===== src/rtl/reset_key_ctrl.sv =====
// Push-button front end for the soft-reset gate: sync, debounce, hold qualify, fire one pulse.
// Optional tap output enabled by defining RESET_KEY_SHORT_PRESS_EN.
module reset_key_ctrl #(
  parameter int DEBOUNCE_CYC = 1_000_000,
  parameter int HOLD_CYC     = 100_000_000,
  parameter int PULSE_CYC    = 4
) (
  input  logic clk,
  input  logic rst,
  input  logic i_key_raw,
  input  logic i_en,
  output logic o_soft_rst,
  output logic o_key_db,
  output logic o_hold_active,
  output logic o_short_press
);

  localparam int DB_W    = $clog2(DEBOUNCE_CYC + 1);
  localparam int HOLD_W  = $clog2(HOLD_CYC + 1);
  localparam int PULSE_W = $clog2(PULSE_CYC + 1);

  localparam logic [DB_W-1:0]    DB_LAST    = DB_W'(DEBOUNCE_CYC - 1);
  localparam logic [HOLD_W-1:0]  HOLD_LAST  = HOLD_W'(HOLD_CYC - 1);
  localparam logic [HOLD_W-1:0]  HOLD_MAX   = HOLD_W'(HOLD_CYC);
  localparam logic [PULSE_W-1:0] PULSE_LAST = PULSE_W'(PULSE_CYC - 1);

  typedef enum logic [1:0] {
    S_IDLE     = 2'd0,
    S_PRESSED  = 2'd1,
    S_FIRE     = 2'd2,
    S_WAIT_REL = 2'd3
  } state_t;

  function automatic logic [HOLD_W-1:0] hold_sat_inc(input logic [HOLD_W-1:0] v);
    return (v == HOLD_MAX) ? v : v + HOLD_W'(1);
  endfunction

  logic               r_key_p0;
  logic               r_key_p1;
  logic [DB_W-1:0]    r_db_cnt;
  logic               r_key_db;
  logic [DB_W-1:0]    w_db_cnt_nxt;
  logic               w_db_nxt;

  state_t             r_state;
  state_t             w_state_nxt;
  logic [HOLD_W-1:0]  r_hold_cnt;
  logic [HOLD_W-1:0]  w_hold_cnt_nxt;
  logic [PULSE_W-1:0] r_pulse_cnt;
  logic [PULSE_W-1:0] w_pulse_cnt_nxt;
  logic               r_soft_rst;
  logic               r_hold_active;

  // Stage p0/p1: two-flop synchroniser for the asynchronous key
  always_ff @(posedge clk) begin
    if (rst) begin
      r_key_p0 <= 1'b0;
      r_key_p1 <= 1'b0;
    end else begin
      r_key_p0 <= i_key_raw;
      r_key_p1 <= r_key_p0;
    end
  end

  // Debounce: the synced key must disagree with key_db for DEBOUNCE_CYC straight cycles
  always_comb begin
    w_db_nxt     = r_key_db;
    w_db_cnt_nxt = '0;
    if (r_key_p1 != r_key_db) begin
      if (r_db_cnt == DB_LAST) begin
        w_db_nxt = ~r_key_db;
      end else begin
        w_db_cnt_nxt = r_db_cnt + DB_W'(1);
      end
    end
  end

  always_ff @(posedge clk) begin
    if (rst) begin
      r_db_cnt <= '0;
      r_key_db <= 1'b0;
    end else begin
      r_db_cnt <= w_db_cnt_nxt;
      r_key_db <= w_db_nxt;
    end
  end

  // The FSM looks at the next debounced level so PRESSED starts on the same edge key_db rises
  always_comb begin
    w_state_nxt     = r_state;
    w_hold_cnt_nxt  = r_hold_cnt;
    w_pulse_cnt_nxt = r_pulse_cnt;
    unique case (r_state)
      S_IDLE: begin
        if (w_db_nxt && !r_key_db) begin
          w_state_nxt    = S_PRESSED;
          w_hold_cnt_nxt = '0;
        end
      end
      S_PRESSED: begin
        w_hold_cnt_nxt = hold_sat_inc(r_hold_cnt);
        if (!w_db_nxt) begin
          w_state_nxt = S_IDLE;
        end else if (r_hold_cnt == HOLD_LAST) begin
          w_state_nxt     = i_en ? S_FIRE : S_WAIT_REL;
          w_pulse_cnt_nxt = '0;
        end
      end
      S_FIRE: begin
        if (r_pulse_cnt == PULSE_LAST) begin
          w_state_nxt = S_WAIT_REL;
        end else begin
          w_pulse_cnt_nxt = r_pulse_cnt + PULSE_W'(1);
        end
      end
      S_WAIT_REL: begin
        if (!w_db_nxt) begin
          w_state_nxt = S_IDLE;
        end
      end
      default: begin
        w_state_nxt = S_IDLE;
      end
    endcase
  end

  always_ff @(posedge clk) begin
    if (rst) begin
      r_state       <= S_IDLE;
      r_hold_cnt    <= '0;
      r_pulse_cnt   <= '0;
      r_soft_rst    <= 1'b0;
      r_hold_active <= 1'b0;
    end else begin
      r_state       <= w_state_nxt;
      r_hold_cnt    <= w_hold_cnt_nxt;
      r_pulse_cnt   <= w_pulse_cnt_nxt;
      r_soft_rst    <= (w_state_nxt == S_FIRE);
      r_hold_active <= (w_state_nxt == S_PRESSED);
    end
  end

  assign o_soft_rst    = r_soft_rst;
  assign o_key_db      = r_key_db;
  assign o_hold_active = r_hold_active;

`ifdef RESET_KEY_SHORT_PRESS_EN
  logic r_short_press;

  always_ff @(posedge clk) begin
    if (rst) begin
      r_short_press <= 1'b0;
    end else begin
      r_short_press <= (r_state == S_PRESSED) && (w_state_nxt == S_IDLE);
    end
  end

  assign o_short_press = r_short_press;
`else
  assign o_short_press = 1'b0;
`endif

endmodule


===== config.mk =====
export PLATFORM = sky130hd
export DESIGN_NAME = reset_key_ctrl
export DESIGN_NICKNAME = d
export VERILOG_FILES = /design/src/rtl/reset_key_ctrl.sv
export SDC_FILE = /design/constraint.sdc
export NUM_CORES = 1
export LEC_CHECK = 0
export BUFFER_PORTS_ARGS = -buffer_cell sky130_fd_sc_hd__buf_2
export CAP_MARGIN = 10
export CELL_PAD_IN_SITES_DETAIL_PLACEMENT = 2
export CELL_PAD_IN_SITES_GLOBAL_PLACEMENT = 2
export CORE_MARGIN = 1
export CORE_UTILIZATION = 32
export DETAILED_ROUTE_END_ITERATION = 10
export PLACE_DENSITY_LB_ADDON = 0.1
export SETUP_SLACK_MARGIN = 0.3
export SYNTH_ARGS = -nofsm -noshare
export SYNTH_HDL_FRONTEND = slang
export SYNTH_SLANG_ARGS = --single-unit

===== constraint.sdc =====
create_clock -name clk -period 2 [get_ports clk]
set_clock_uncertainty 0.1 [all_clocks]
set_input_delay 0.3 -clock clk [delete_from_list [all_inputs] [get_ports clk]]
set_output_delay 0.3 -clock clk [all_outputs]
set_load 0.01 [all_outputs]

[After elaboration in Yosys (flattened, before gate mapping)]
Cells that the tools add are included.
Word-level totals
  flip-flop bits (word level): 57
  input port bits: 4
  output and inout bits: 4
Cells by class
  $add $sub $neg: 3
  equality and inequality tests: 15
  multiplexer cells: 16
  bitwise operators: 2
  reduce and logical (&&, ||, !) cells: 8
Operators with widths (count)
  27-bit == test (second input constant): 2
  27-bit 2-to-1 mux: 2
  27-bit one-hot mux with 2 select lines: 1
  27-bit by 1-bit adder with 27-bit output (second input constant): 1
  20-bit by 1-bit adder with 20-bit output (second input constant): 1
  20-bit == test (second input constant): 1
  2-bit 2-to-1 mux: 5
  2-bit inequality test (second input constant): 5
  3-bit 2-to-1 mux: 3
  2-bit one-hot mux with 4 select lines: 1
  2-bit == test (second input constant): 3
  3-bit one-hot mux with 2 select lines: 1
  2-bit by 1-bit == test with 1-bit output (second input constant): 2
  4-bit AND reduction: 1
  2-bit nonzero test: 2
  3-bit by 1-bit adder with 3-bit output (second input constant): 1
  3-bit by 2-bit == test with 1-bit output (second input constant): 1
  1-bit 2-to-1 mux: 3
  3-bit AND reduction: 1
  3-bit OR reduction: 1
  2-bit logical NOT: 1
  1-bit inverter: 2
  1-bit logical AND: 1
  1-bit logical NOT: 1
  1-bit inequality test: 1

[Longest topological paths before layout]
Gate-level depths: netlist of run 1.
  word-level depth: 7
  depth in mapped cells: 8
  mapped depth without buffers: 7

[Worst setup path after synthesis of run 1]
OpenSTA, ideal clock, no wires.
  path kind: reg2reg
  start point: register r_db_cnt[8]
  end point: register r_hold_cnt[20]
  library setup time: 0.070 ns
  arrival: 1.910 ns
  data required time: 1.830 ns
  path slack: -0.081 ns
  cell stages (with the launch flop): 7
  path through: dfxtp_1 > or4_4 > nor3_4 > a21oi_2 > buf_6 > or4_1 > a21oi_1
Between the ends
  cells in the longest elaborated chain, start to end: 6
RTL lines
  start: declaration: RTL line 40  | logic [DB_W-1:0] r_db_cnt;
  start signal: assignment: RTL line 83  | r_db_cnt <= w_db_cnt_nxt;
  20-bit == test: RTL line 70  | if (r_db_cnt == DB_LAST) begin
  1-bit 2-to-1 mux: RTL line 70
  1-bit 2-to-1 mux: RTL line 69  | if (r_key_p1 != r_key_db) begin
  1-bit logical AND: RTL line 95  | if (w_db_nxt && !r_key_db) begin
  2-bit inequality test (no source line)
  3-bit AND reduction (no source line)
  end signal: assignment: RTL line 136  | r_hold_cnt <= w_hold_cnt_nxt;
  end: declaration: RTL line 47  | logic [HOLD_W-1:0] r_hold_cnt;
Every way passes these cells.
A chain may end at the register's enable or synchronous reset.

[Final worst setup path of run 1]
  start point: register r_db_cnt[8]
  end point: register r_hold_cnt[8]
Same word-level chain as after synthesis.

==> results of run 1 <==
final cells by class:
cell class	instances	area [µm²]
fill	924	4470
multi-input combinational	264	1960
clock inverter	5	77.6
clock buffer	11	151
sequential	57	1150
tap	108	135
inverter	12	45.0
timing repair buffer	78	777
repair_timing:
action,CTS,global route
resized for setup,64,20
setup buffers,13,3
cloned,4,2
pin swaps,15,5
setup endpoints to repair,55,55
hold endpoints to repair,0,0
layout by cell type (no fill, tap or decap), drive strengths merged, types with 3 or more instances in the layout:
cell,n
a21oi,29
clkbuf,13
or4,20
nor3,11
nor2b,3
inv,12
buf,76
xnor2,12
dfxtp,57
nor2,31
ha,5
nand3,23
nand2,26
nand2b,3
or3,7
o21ai,12
nor4,8
o31ai,18
nand4,13
and4,10
xor2,7
flip-flops by register name, indices dropped and copies added, names as in the netlist:
register	count
o_soft_rst	1
r_db_cnt	20
r_state	2
o_hold_active	1
r_key_p1	1
r_hold_cnt	27
r_pulse_cnt	3
r_key_p0	1
o_key_db	1
worst paths after layout:
kind / start / to / slack (ns) / cells after the start
max: r_db_cnt[8]$_SDFF_PP0_ / r_hold_cnt[8]$_SDFFE_PP0P_ / -0.24 / 6
min: i_key_raw / r_key_p0$_SDFF_PP0_ / 0.05 / 2
min reg2reg: r_key_p0$_SDFF_PP0_ / r_key_p1$_SDFF_PP0_ / 0.36 / 1
max reg2reg: r_db_cnt[8]$_SDFF_PP0_ / r_hold_cnt[8]$_SDFFE_PP0P_ / -0.24 / 6
cell families after synthesis:
family          after synthesis  share of synthesized area
simple gates                167                      0.331
fa+ha+maj                     5                     0.0215
mux                           1                    0.00344
flops                        57                      0.392
compound gates               71                      0.153
other cells                   1                    0.00129
buf+inv                      26                     0.0400
xor+xnor                     19                     0.0572
routing by layer:
| metal | wire length (µm) | GRT usage | share of wire |
|---|---|---|---|
| met5 | 0 | 0.0220 | 0 |
| met1 | 5110 | 0.295 | 0.41 |
| met3 | 405 | 0.0504 | 0.033 |
| met4 | 310 | 0.143 | 0.025 |
| met2 | 6510 | 0.485 | 0.53 |
stage by stage:
step | hold WS [ns] | cells | setup WS (ns) | area, µm²
6_report | 0.0504 | 535 | -0.245 | 4290
3_5_place_dp | 0.331 | 497 | -0.170 | 3480
4_1_cts | 0.0495 | 530 | -0.160 | 4120
5_1_grt | 0.0453 | 535 | -0.306 | 4290
3_3_place_gp | 0.324 | 497 | -0.0967 | 3480
2_1_floorplan | 0.314 | 347 | -0.0804 | 2970
report_power, final:
group	total, mW	switching (mW)	internal [mW]	leakage (nW)
sequential	1.15	0.00412	1.14	0.463
clock	1.30	0.535	0.765	0.115
combinational	0.0917	0.0469	0.0448	0.881
total	2.54	0.586	1.95	1.46
==> impl_metrics.toml, run 1 <==
[routing]
antenna_left = 0
wirelength_um = 12300
drt-initial-drc-count = 116
drt-pass1-iter-count = 4
vias_per_instance = 5.81
drc = 0
avgRoutedWirePerCell_um = 23.1
vias = 3111

[finish]
net_count_final = 431
area_growth_from_synthesis_to_layout_pct = 47.5
layout.core_utilization = 0.490
antenna_cells = 0
drive_gt1_frac = 0.356

[clock_tree]
cts_inserted_buffers = 9
cts_num_sinks = 57
tritoncts_clock_tree = "yes"
htree_levels = 3
insertion_delay_ns = 0.37
cts-root-to-sink-buffers = 2
clkSlewWorstSetupHoldPaths_ns = 0.08
clk_root_buffer_cell = "sky130_fd_sc_hd__clkbuf_8"
post_cts_hold_buffer_count = 0

[logic_synthesis]
synthDominantAreaCellType = "sky130_fd_sc_hd__dfxtp_1"
synth_largest_type_area_fraction = 0.392
postSynth.asyncResetShare = 0
yosys_register_bits = 57
ys_dominant_reg_cell = "sky130_fd_sc_hd__dfxtp_1"
syn-mean-instance-area_um2 = 8.38
synth_area_leaders = "sky130_fd_sc_hd__dfxtp_1 39%, sky130_fd_sc_hd__or4_1 4.9%, sky130_fd_sc_hd__a21oi_1 4.8%"
synth-warning-count = 0
mappedNetlistArea_um2 = 2910
synth_seq_area_share = 0.392
syn_inst = 347
yosys-top-cells-count = "57 x sky130_fd_sc_hd__dfxtp_1, 31 x sky130_fd_sc_hd__nor2_1, 28 x sky130_fd_sc_hd__a21oi_1"
synth-edff-count = 0
syn_nets = 356
yosys.cell_count.top_type = "sky130_fd_sc_hd__dfxtp_1"
post_synth_num_cell_types = 49

[setup_path]
timing.critical_path.fanout_max = 26
data_arrival_at_the_endpoint_of_the_critical_path_ns = 2.44
critical_path.cell_chain = "or4_4 -> nor3_4 -> a21oi_4 -> buf_12 -> or4_1 -> a21oi_1"
required_ns = 2.19
critPathBufInv = 1
worstSetupPathType = "reg -> reg"
critical_path.endpoint_type = "flop"
critPathTopFamily = "simple AND/OR/NAND/NOR gates"
slowest_delay_ns = 0.55
timing.critical_path.slowest_stage_cell = "sky130_fd_sc_hd__or4_4"
setup.worst_path.start_class = "flop"

[floorplan]
design.core.area_um2 = 8760
start_util = 0.332
die-width_um = 97.3
die_y_um = 97.3
design.portCount = 8
die-area_um2 = 9480
floorplan.rows = 34

[grt]
first_global_vias = 3522
first_pass_grt_wire_length_um = 19400
grt_max_degree = 27
track_usage = 0.268
antenna_found_initial = 0
overflow = 0

[run]
max_cap_violations = 0

[power_and_ir_drop]
p_total_mw = 2.54
leakagePower_nw = 1.46
power.density_nw_per_um2 = 591
peakVddDrop_uv = 355

[timing]
finalMaxSlewViolations = 0
finalHoldViolations = 0
achievable-frequency_mhz = 445
post-route-min-period_ns = 2.24
final-setup-viol-count = 42
max-slew-margin-rel = 0.640
tightest_slew_ns = 0.535
fin_ws_ns = -0.245
setup_total_negative_slack_ns = -5.00
final_min_period_over_clock_period = 1.12
rsz_0062_raised_after_global_routing = "true"

[outcome]
outcome = "finished, violations left"
violations = "negative setup slack"

[placed_design]
dp_hpwl_um = 6390
gpl.final_weighted_congestion = 0.762
buffer_ports.inserted = 6

[worst_hold_path]
min_path_type = "in -> reg"
Note: power is estimated with default switching activity, not from simulation.
==> inputs of run 2 (changes only) <==
--- a/config.mk
+++ b/config.mk
@@ -16,2 +16,3 @@
 export SETUP_SLACK_MARGIN = 0.3
+export SKIP_LAST_GASP = 1
 export SYNTH_ARGS = -nofsm -noshare
==> constraint.sdc (replaced) <==
create_clock -name clk -period 2 [get_ports clk]
set_clock_uncertainty 0.1 [all_clocks]
set_input_delay 0.5 -clock clk [delete_from_list [all_inputs] [get_ports clk]]
set_output_delay 0.5 -clock clk [all_outputs]
set_load 0.01 [all_outputs]
==> impl_metrics.toml, run 2 (same netlist as run 1, synthesis figures left out) <==
[outcome]
outcome = "finished, violations left"
violations = "negative setup slack"

[finish]
drive_gt1_frac = 0.369
area_growth_from_synthesis_to_layout_pct = 46.5
layout_commonest_cell = "sky130_fd_sc_hd__buf_4"
biggest_register = "r_hold_cnt"
post_layout_nonfiller_instances = 536
largestRegisters = "r_hold_cnt: 27 flops, r_db_cnt: 20 flops, r_pulse_cnt: 3 flops"
net_count_final = 432
largest_reg_flops = 27
antenna_cells = 0
mostFrequentLayoutCells = "54 x sky130_fd_sc_hd__buf_4, 52 x sky130_fd_sc_hd__dfxtp_1, 25 x sky130_fd_sc_hd__nand2_1"

[power_and_ir_drop]
power.density_nw_per_um2 = 594
peakVddDrop_uv = 362
power.sequential.fraction = 0.453
intPower_mw = 1.95
p_total_mw = 2.53
clock_power_share = 0.512
leakagePower_nw = 1.44
power_frac_comb = 0.036
switchingPower_mw = 0.582
switching_share = 0.230

[setup_path]
data_arrival_at_the_endpoint_of_the_critical_path_ns = 2.44
timing.critical_path.fanout_max = 26
setup.worst_path.start_class = "flop"
worstSetupPathType = "reg -> reg"
required_ns = 2.11
critical_path.endpoint_type = "flop"

[routing]
drt-pass1-iter-count = 4
avgRoutedWirePerCell_um = 24.1
antenna_left = 0
drc = 0
vias_per_instance = 5.92
wirelength_um = 12900
vias = 3172
drt-initial-drc-count = 115

[clock_tree]
cts_inserted_buffers = 9
cts_num_sinks = 57
insertion_delay_ns = 0.37
cts-root-to-sink-buffers = 2
htree_levels = 3
tritoncts_clock_tree = "yes"
clkSlewWorstSetupHoldPaths_ns = 0.08
post_cts_hold_buffer_count = 0
clk_root_buffer_cell = "sky130_fd_sc_hd__clkbuf_8"

[timing]
finalHoldViolations = 0
tightest_slew_ns = 0.577
achievable-frequency_mhz = 430
post-route-min-period_ns = 2.33
rsz_0062_raised_after_global_routing = "true"
hold-worst-slack_ns = 0.239
final_min_period_over_clock_period = 1.16
max-slew-margin-rel = 0.612
fin_ws_ns = -0.326
final-setup-viol-count = 53
finalMaxSlewViolations = 0

[floorplan]
start_util = 0.332
floorplan.rows = 34
die-area_um2 = 9480
die_y_um = 97.3
design.portCount = 8
die-width_um = 97.3
design.core.area_um2 = 8760

[grt]
antenna_found_initial = 0
overflow = 0
track_usage = 0.252
first_global_vias = 3490
grt_max_degree = 27
first_pass_grt_wire_length_um = 18600

[placed_design]
buffer_ports.inserted = 6
gpl.final_weighted_congestion = 0.762
numPlacedInstances = 497
dp_hpwl_um = 6390
preCtsSetupSlack_ns = -0.170

[worst_hold_path]
min_path_type = "in -> reg"

[run]
max_cap_violations = 0
-- run 2: cell types whose count changed in the layout (fill, tap and decap cells not counted), sizes merged --
cell	before	now
buf	76	77
-- run 2: per-layer routing --
metal | up-vias | global-route usage | part of all wire
met1 | 1604 | 0.284 | 0.39
met5 | - | 0 | 0
met4 | 0 | 0.101 | 0.029
met3 | 31 | 0.0583 | 0.040
met2 | 82 | 0.457 | 0.54
li1 | 1455 | - | -
-- run 2: through the flow --
| step | util | TNS, ns | cell area [µm²] |
|---|---|---|---|
| 3_3_place_gp | 0.397 | -1.80 | 3480 |
| 5_1_grt | 0.486 | -11.24 | 4260 |
| 2_1_floorplan | - | -1.22 | 2970 |
| 3_5_place_dp | 0.397 | -3.33 | 3480 |
| 6_report | 0.486 | -8.52 | 4260 |
| 4_1_cts | 0.458 | -2.79 | 4010 |
-- run 2: cell type report --
type                       count  area (µm²)
fill                         935        4500
multi-input combinational    264        1930
sequential                    57        1150
timing repair buffer          79         777
clock buffer                  11         151
tap                          108         135
clock inverter                 5        77.6
inverter                      12        45.0
-- run 2: repair_timing --
| action | 4_1_cts | 5_1_grt |
|---|---|---|
| endpoints found under the setup margin | 55 | 55 |
| gates resized for setup | 35 | 43 |
| buffers inserted | 13 | 4 |
| pin swaps | 14 | 6 |
| gates cloned | 4 | 2 |
-- run 2: worst max-delay path: stages (launching register included) --
cell and delay [ns]:
sky130_fd_sc_hd__dfxtp_2 0.33, sky130_fd_sc_hd__or4_4 0.55, sky130_fd_sc_hd__nor3_4 0.19, sky130_fd_sc_hd__a21oi_4 0.10, sky130_fd_sc_hd__buf_12 0.18, sky130_fd_sc_hd__o41ai_1 0.54, sky130_fd_sc_hd__a21oi_1 0.17
-- run 2: path summary, 6_finish.rpt --
check	startpoint	endpoint	slack, ns	cells after the start
worst min register to register	r_hold_cnt[24]$_SDFFE_PP0P_	r_hold_cnt[24]$_SDFFE_PP0P_	0.38	2
worst max-delay path	r_db_cnt[8]$_SDFF_PP0_	r_hold_cnt[10]$_SDFFE_PP0P_	-0.33	6
worst min-delay path	i_key_raw	r_key_p0$_SDFF_PP0_	0.24	2
worst max register to register	r_db_cnt[8]$_SDFF_PP0_	r_hold_cnt[10]$_SDFFE_PP0P_	-0.33	6
-- run 2: power groups by stage --
stage,clock network (mW),registers (mW),logic [mW]
6_report,1.30,1.15,0.0907
3_3_place_gp,0,1.17,0.0455
2_1_floorplan,0,1.17,0.0283
3_5_place_dp,0,1.17,0.0482
4_1_cts,1.30,1.15,0.0700
5_1_grt,1.36,1.15,0.0949
